**src/rtl/mdu_pkg.sv**
```systemverilog
// Shared constants and state encoding for the MIPS multiply/divide unit sequencer.
package mdu_pkg;

    localparam int DEF_WIDTH = 32;

    typedef enum logic [1:0] {
        IDLE = 2'd0,
        ITER = 2'd1,
        FIX  = 2'd2,
        DONE = 2'd3
    } mdu_state_t;

    // Iteration counter width for a given operand width.
    function automatic int cnt_width(input int w);
        return (w > 1) ? $clog2(w) : 1;
    endfunction

    localparam int DEF_CNT_W = cnt_width(DEF_WIDTH);

endpackage

```
**src/rtl/mdu_shift_add_dp.sv**
```systemverilog
// Shift-add multiplier datapath: operand registers, carry-preserving adder and accumulator shifter.
module mdu_shift_add_dp
    import mdu_pkg::*;
#(
    parameter int WIDTH = DEF_WIDTH
) (
    input  logic               Clk,
    input  logic               Rst,
    input  logic               load,
    input  logic               add_en,
    input  logic               shift,
    input  logic [WIDTH-1:0]   mcand_in,
    input  logic [WIDTH-1:0]   mplier_in,
    output logic               mplier_lsb,
    output logic [2*WIDTH-1:0] acc
);

    logic [WIDTH-1:0] mcand;
    logic [WIDTH-1:0] mplier;
    logic [WIDTH:0]   upper_sum;

    // Keep the carry out of the upper half so it shifts back into acc.
    assign upper_sum  = {1'b0, acc[2*WIDTH-1:WIDTH]} + {1'b0, (add_en ? mcand : '0)};
    assign mplier_lsb = mplier[0];

    always_ff @(posedge Clk or posedge Rst) begin
        if (Rst) begin
            mcand  <= '0;
            mplier <= '0;
            acc    <= '0;
        end else if (load) begin
            mcand  <= mcand_in;
            mplier <= mplier_in;
            acc    <= '0;
        end else if (shift) begin
            acc    <= {upper_sum, acc[WIDTH-1:1]};
            mplier <= mplier >> 1;
        end
    end

endmodule

```
**src/rtl/mdu_mult_sequencer.sv**
```systemverilog
// MULT/MULTU sequencer: FSM, sign handling, HI/LO registers and HI/LO hazard stall.
module mdu_mult_sequencer
    import mdu_pkg::*;
#(
    parameter int WIDTH = DEF_WIDTH
) (
    input  logic             Clk,
    input  logic             Rst,
    input  logic             Start,
    input  logic             Signed,
    input  logic [WIDTH-1:0] A,
    input  logic [WIDTH-1:0] B,
    input  logic             Rd_hilo,
    input  logic             Wr_hi,
    input  logic             Wr_lo,
    input  logic [WIDTH-1:0] Wr_data,
    output logic             Busy,
    output logic             Stall,
    output logic             Done,
    output logic [WIDTH-1:0] Hi,
    output logic [WIDTH-1:0] Lo
);

    localparam int CW = cnt_width(WIDTH);

    mdu_state_t state, state_nxt;
    logic [CW-1:0]      cnt;
    logic               neg;
    logic               load, add_en, shift, last_iter;
    logic               mplier_lsb;
    logic [WIDTH-1:0]   a_mag, b_mag;
    logic [2*WIDTH-1:0] acc, acc_fixed;

    // Negating the most negative value yields 2^(WIDTH-1), still a valid unsigned magnitude.
    assign a_mag     = (Signed && A[WIDTH-1]) ? -A : A;
    assign b_mag     = (Signed && B[WIDTH-1]) ? -B : B;
    assign acc_fixed = neg ? -acc : acc;
    assign last_iter = (cnt == CW'(WIDTH-1));

    assign Busy  = (state != IDLE);
    assign Stall = Busy && (Start || Rd_hilo || Wr_hi || Wr_lo);
    assign Done  = (state == DONE);

    mdu_shift_add_dp #(.WIDTH(WIDTH)) u_dp (
        .Clk        (Clk),
        .Rst        (Rst),
        .load       (load),
        .add_en     (add_en),
        .shift      (shift),
        .mcand_in   (a_mag),
        .mplier_in  (b_mag),
        .mplier_lsb (mplier_lsb),
        .acc        (acc)
    );

    always_comb begin
        state_nxt = IDLE;
        load      = 1'b0;
        add_en    = 1'b0;
        shift     = 1'b0;
        case (state)
            IDLE: begin
                load      = Start;
                state_nxt = Start ? ITER : IDLE;
            end
            ITER: begin
                add_en    = mplier_lsb;
                shift     = 1'b1;
                state_nxt = last_iter ? FIX : ITER;
            end
            FIX:     state_nxt = DONE;
            DONE:    state_nxt = IDLE;
            default: state_nxt = IDLE;
        endcase
    end

    always_ff @(posedge Clk or posedge Rst) begin
        if (Rst) begin
            state <= IDLE;
            cnt   <= '0;
            neg   <= 1'b0;
        end else begin
            state <= state_nxt;
            if (load) begin
                cnt <= '0;
                neg <= Signed && (A[WIDTH-1] ^ B[WIDTH-1]);
            end else if (shift) begin
                cnt <= cnt + CW'(1);
            end
        end
    end

    // MTHI/MTLO only land in IDLE, and a simultaneous Start takes priority.
    always_ff @(posedge Clk or posedge Rst) begin
        if (Rst) begin
            Hi <= '0;
            Lo <= '0;
        end else if (state == FIX) begin
            {Hi, Lo} <= acc_fixed;
        end else if (state == IDLE && !Start) begin
            if (Wr_hi) Hi <= Wr_data;
            if (Wr_lo) Lo <= Wr_data;
        end
    end

endmodule

```
**config.mk**
```make
export PLATFORM = sky130hd
export DESIGN_NAME = mdu_mult_sequencer
export DESIGN_NICKNAME = d
export VERILOG_FILES = /design/src/rtl/mdu_pkg.sv /design/src/rtl/mdu_shift_add_dp.sv /design/src/rtl/mdu_mult_sequencer.sv
export SDC_FILE = /design/constraint.sdc
export NUM_CORES = 1
export LEC_CHECK = 0
export ABC_AREA = 1
export ABC_CLOCK_PERIOD_IN_PS = 5200
export CAP_MARGIN = 30
export CORE_ASPECT_RATIO = 1.5
export CORE_MARGIN = 2
export CORE_UTILIZATION = 60
export DETAILED_ROUTE_END_ITERATION = 8
export DONT_BUFFER_PORTS = 1
export GPL_TIMING_DRIVEN = 0
export PLACE_DENSITY = 0.77
export SLEW_MARGIN = 30
export SYNTH_ARGS = -nofsm -noshare
export SYNTH_HDL_FRONTEND = slang
export SYNTH_HIERARCHICAL = 1
export SYNTH_SLANG_ARGS = --single-unit
```
**constraint.sdc**
```tcl
create_clock -name Clk -period 5.2 [get_ports Clk]
set_input_delay 0.78 -clock Clk [delete_from_list [all_inputs] [get_ports Clk]]
set_output_delay 0.78 -clock Clk [all_outputs]
set_load 0.02 [all_outputs]
```
**Yosys cells after proc, flatten, opt, wreduce, memory -nomap -nowiden**

Index checks and enable logic that the tools add are counted.

- Register bits: 200
- Bits in latches: 0
- RAM bits: 0
- Bits in read-only memories: 0
- Word-level logic and storage cells: 57
- Memories kept: 0

- Add/sub/neg operators: 5
- Multipliers: 0
- Divide/modulo/power cells: 0
- Magnitude comparators: 0
- Eq/ne operators: 4
- Shifts and indexed selects: 0
- Multiplexer cells: 22
- Bitwise operators: 1
- Reduce and logical (&&, ||, !) cells: 17

Operator list:

| operator | number |
|---|---|
| $mux 32 | 11 |
| $mux 64 | 3 |
| $neg 32->32 | 2 |
| $neg 64->64 | 1 |
| $add 32x32->33 | 1 |
| $mux 5 | 2 |
| $reduce_bool 2->1 | 5 |
| $pmux 2 s4 | 1 |
| $add 5x1->5 const B | 1 |
| $eq 5x5->1 const B | 1 |
| $logic_and 1x1->1 | 5 |
| $eq 2x2->1 const B | 2 |
| $mux 1 | 4 |
| $reduce_and 2->1 | 2 |
| $logic_or 1x1->1 | 3 |
| $eq 2x1->1 const B | 1 |
| $logic_not 2->1 | 1 |
| $mux 2 | 1 |
| $logic_not 1->1 | 1 |
| $xor 1x1->1 | 1 |

**Longest topological paths before layout**

- Word-level depth: 6
- Gate-level depth with buffers: 20
- Gate-level depth less buffers: 19

**By module**

The synthesis kept the hierarchy.

Modules (own cells, without submodules):

| module | instances | cells each | area each (sq um) |
|---|---|---|---|
| mdu_shift_add_dp | 1 | 1071 | 7518.5 |
| mdu_mult_sequencer | 1 | 1279 | 7394.6 |

**Worst setup path after synthesis**

Ideal clock, no wire load.

- Path type: reg-to-reg
- Start point: register with a tool-made name
- End point: register u_dp.acc[47]
- Library setup time: 120 ps
- Arrival time: 2487 ps
- Required time: 5080 ps
- Path slack: 2592 ps
- Stages on the path, launching flop included: 20
- Path buffers: 1
- Period minus slack after synthesis: 2608 ps
- Cell sequence: dfrtp_1 > inv_1 > nand2_1 > nor2_1 > clkbuf_1 > nand2_1 > inv_1 > ha_1 > inv_1 > fa_1 > inv_1 > nand3_1 > nand3_1 > nand2_1 > nand2_1 > nand2_1 > nand2_1 > a21oi_1 > o21ai_1 > nand2_1

RTL lines:

| element | RTL line | text |
|---|---|---|
| end signal, assigned | mdu_shift_add_dp.sv:36 | `acc <= {upper_sum, acc[WIDTH-1:1]};` |
| end, declared | mdu_shift_add_dp.sv:15 | `output logic [2*WIDTH-1:0] acc` |

==> metrics <==
Vias per Instance 5.75; GRT Resource Usage Total 0.389; count of final setup violators 0; post-route cell area 16000 µm²; Final Core Density 0.653; PostCTS Resize Cnt 0; Setup CP Type reg -> reg; Final Cycle Share 0.713; first-pass GRT wire length 78.3 mm; Comb power frac 0.517; Psw 5.04 mW; Reg power frac 0.344; Max VDD drop 0.294 mV; initial antenna violation count 1; Worst setup SP type flip-flop; Worst-Skew Late Latency 470 ps; Syn Inst Count 2350; sequential-to-total area share from yosys stat 0.336; part of the power in the clock network 0.139; # rows 70; Final Skew 12.8 ps; Setup TNS Final 0 ps; final worst path period need 3710 ps; Hold Crit Class in -> async; core area 24400 µm²; Post-synth ARST share 1.00; die area 26200 µm²; placed standard-cell area 15400 µm²; Post-CTS Setup Repair Bufs 0; RSZ-0062 raised after global routing false; Main synth FF type dfrtp_1; most common cell after layout, fill and taps aside nand2_1; Ports 170; DP HPWL 40.8 mm; Detail Route Antenna Nets 0; power per standard cell area 597 nW/µm²; vias in the first global route 15200; H-tree depth 4; synth warn 6; area growth from synthesis to layout 6.97%; commonest cells after routing, fill and taps aside nand2_1 (815), inv_1 (349), nor2_1 (241); Crit path required time 5560 ps; Switching Share 0.530; Yosys cell types 45; filler cell count 2305; initial core utilization 0.610; root buffer cell clkbuf_16; Ant. Diodes 0; First DRT Iteration DRCs 1320; largest net degree at the start of global routing 82; max-cap violations 0; Pint 4.48 mW; GRT overflow 0; Placer Congestion 1.04; clock buffer count from CTS 17; Avg Inst Size Synth 6.35 µm²; clk sinks 200; CTS clk-pin slew, worst paths 80 ps; final hold violations 0; Crit Path Max Fanout 10; syn nets 2491; Slew Limit Headroom 0.430; Max clock buf depth 2; drt wl/cell 18.5 µm; hold_buf cts 0; crit path DAT 4060 ps; TritonCTS clock tree built; Max Freq 270 MHz; vias 15600; Routed WL 50.2 mm; EDFF count, synth 0; nature of the critical path endpoint flip-flop; DRC viols 0; status completed; Chip Height 197 µm; Slew Viols, Final 0; Layout Nets 2512; chip width 133 µm; IO Port Bufs 0; Worst Max-Slew Pin Slew 855 ps; area occupied by multi-input gates 8260 µm²; Synth Register Bits 200; share of layout cells above drive strength 1 0.0386; register area 5000 µm²; static leakage 8.34 nW; Post-Syn Area 14900 µm²; TritonRoute pass-1 iters 7
[power by group through the flow]
stage          clock network (mW)  logic [mW]  registers, mW
3_3_place_gp                    0        4.66           3.27
5_1_grt                      1.38        5.52           3.35
4_1_cts                      1.33        4.83           3.26
3_5_place_dp                    0        4.80           3.29
6_report                     1.32        4.92           3.27
2_1_floorplan                   0        3.62           3.02
[area by class of cell]
type,count,share of cell area
well taps,324,0.0254
flip-flops and latches,200,0.314
multi-input cells,1723,0.518
clock buffers,18,0.0275
inverters,358,0.0849
clock inverters,14,0.00847
plain buffers,69,0.0191
repair buffers,2,0.00298
[stage by stage]
step	cells	hold slack [ps]	setup slack [ps]	total power [mW]
finish	2708	138	1490	9.52
global route	2708	166	1240	10.3
CTS	2708	153	1530	9.41
detailed placement	2676	458	1540	8.08
global placement	2674	453	-66.9	7.92
floorplan	2350	442	1010	6.64
[sequential cells by signal (all words and copies together) (netlist names), named ones only]
signal	cells
u_dp/acc	64
Hi	32
Lo	32
u_dp/mcand	32
u_dp/mplier	32
cnt	5
neg	1
state	1
[final timing paths]
check / to / slack, ps / cells after the start / start
worst max-delay path: u_dp/acc[59] / 1490 / 19 / flip-flop
worst min-delay path: u_dp/acc[7] / 140 / 1 / Rst
worst max register to register: u_dp/acc[59] / 1490 / 19 / flip-flop
worst min register to register: u_dp/mcand[24] / 470 / 2 / u_dp/mcand[24]
max in group asynchronous: u_dp/mcand[20] / 4350 / 2 / Rst
min in group Clk: u_dp/mcand[0] / 440 / 2 / A[0]
[Yosys cell counts (2+ instances only)]
cell / count / area [µm²]
nor3_2: 2 / 20.0
nor3_1: 16 / 80.1
nor2_1: 242 / 908
o21bai_1: 17 / 128
o22ai_1: 33 / 206
or2_2: 2 / 12.5
a22o_1: 2 / 17.5
xor2_1: 37 / 324
and2_1: 3 / 18.8
o21ai_1: 10 / 50.1
nor2_2: 5 / 31.3
nand3_1: 235 / 1180
nand2_1: 815 / 3060
buf_1: 9 / 33.8
nand2_2: 6 / 37.5
ha_1: 37 / 463
o211ai_1: 23 / 173
o21ai_0: 84 / 420
buf_2: 20 / 100
inv_1: 351 / 1320
nand4_1: 21 / 131
buf_6: 2 / 22.5
dfrtp_1: 200 / 5000
o221ai_1: 33 / 289
clkbuf_1: 36 / 135
inv_2: 6 / 22.5
nand3b_1: 8 / 60.1
a21o_1: 2 / 15.0
xnor2_1: 25 / 219
a21oi_1: 49 / 245
nor2_4: 5 / 56.3
[routing by layer]
layer | track usage | part of all wire | vias up
met5 | 0 | 0.00026 | -
li1 | - | - | 7505
met2 | 0.692 | 0.49 | 708
met1 | 0.403 | 0.35 | 7140
met4 | 0.310 | 0.091 | 2
met3 | 0.0639 | 0.062 | 218
[critical path: stages, from the launching register on]
cell      delay (ps)
dfrtp_1          410
inv_1            110
nand2_1          230
nor2_1           510
clkbuf_1         390
nand2_1          100
inv_1             90
ha_1             200
inv_1             60
fa_1             390
inv_1            120
nand3_1           80
nand3_1          180
nand3_1          100
nand3_1          170
nand2_1          160
nand2_1          110
nand2_1           60
nand3_1           80
nand2_1           50
[cells by family (layout without fill, tap and decap cells)]
family / after synthesis / count (layout) / synth area share
fa+ha+maj: 38 / 38 / 0.0324
xor+xnor: 62 / 62 / 0.0364
buf+inv: 427 / 461 / 0.110
flops: 200 / 200 / 0.336
simple gates: 1365 / 1365 / 0.378
compound gates: 258 / 258 / 0.107
Power figures use the tool's default switching activity.
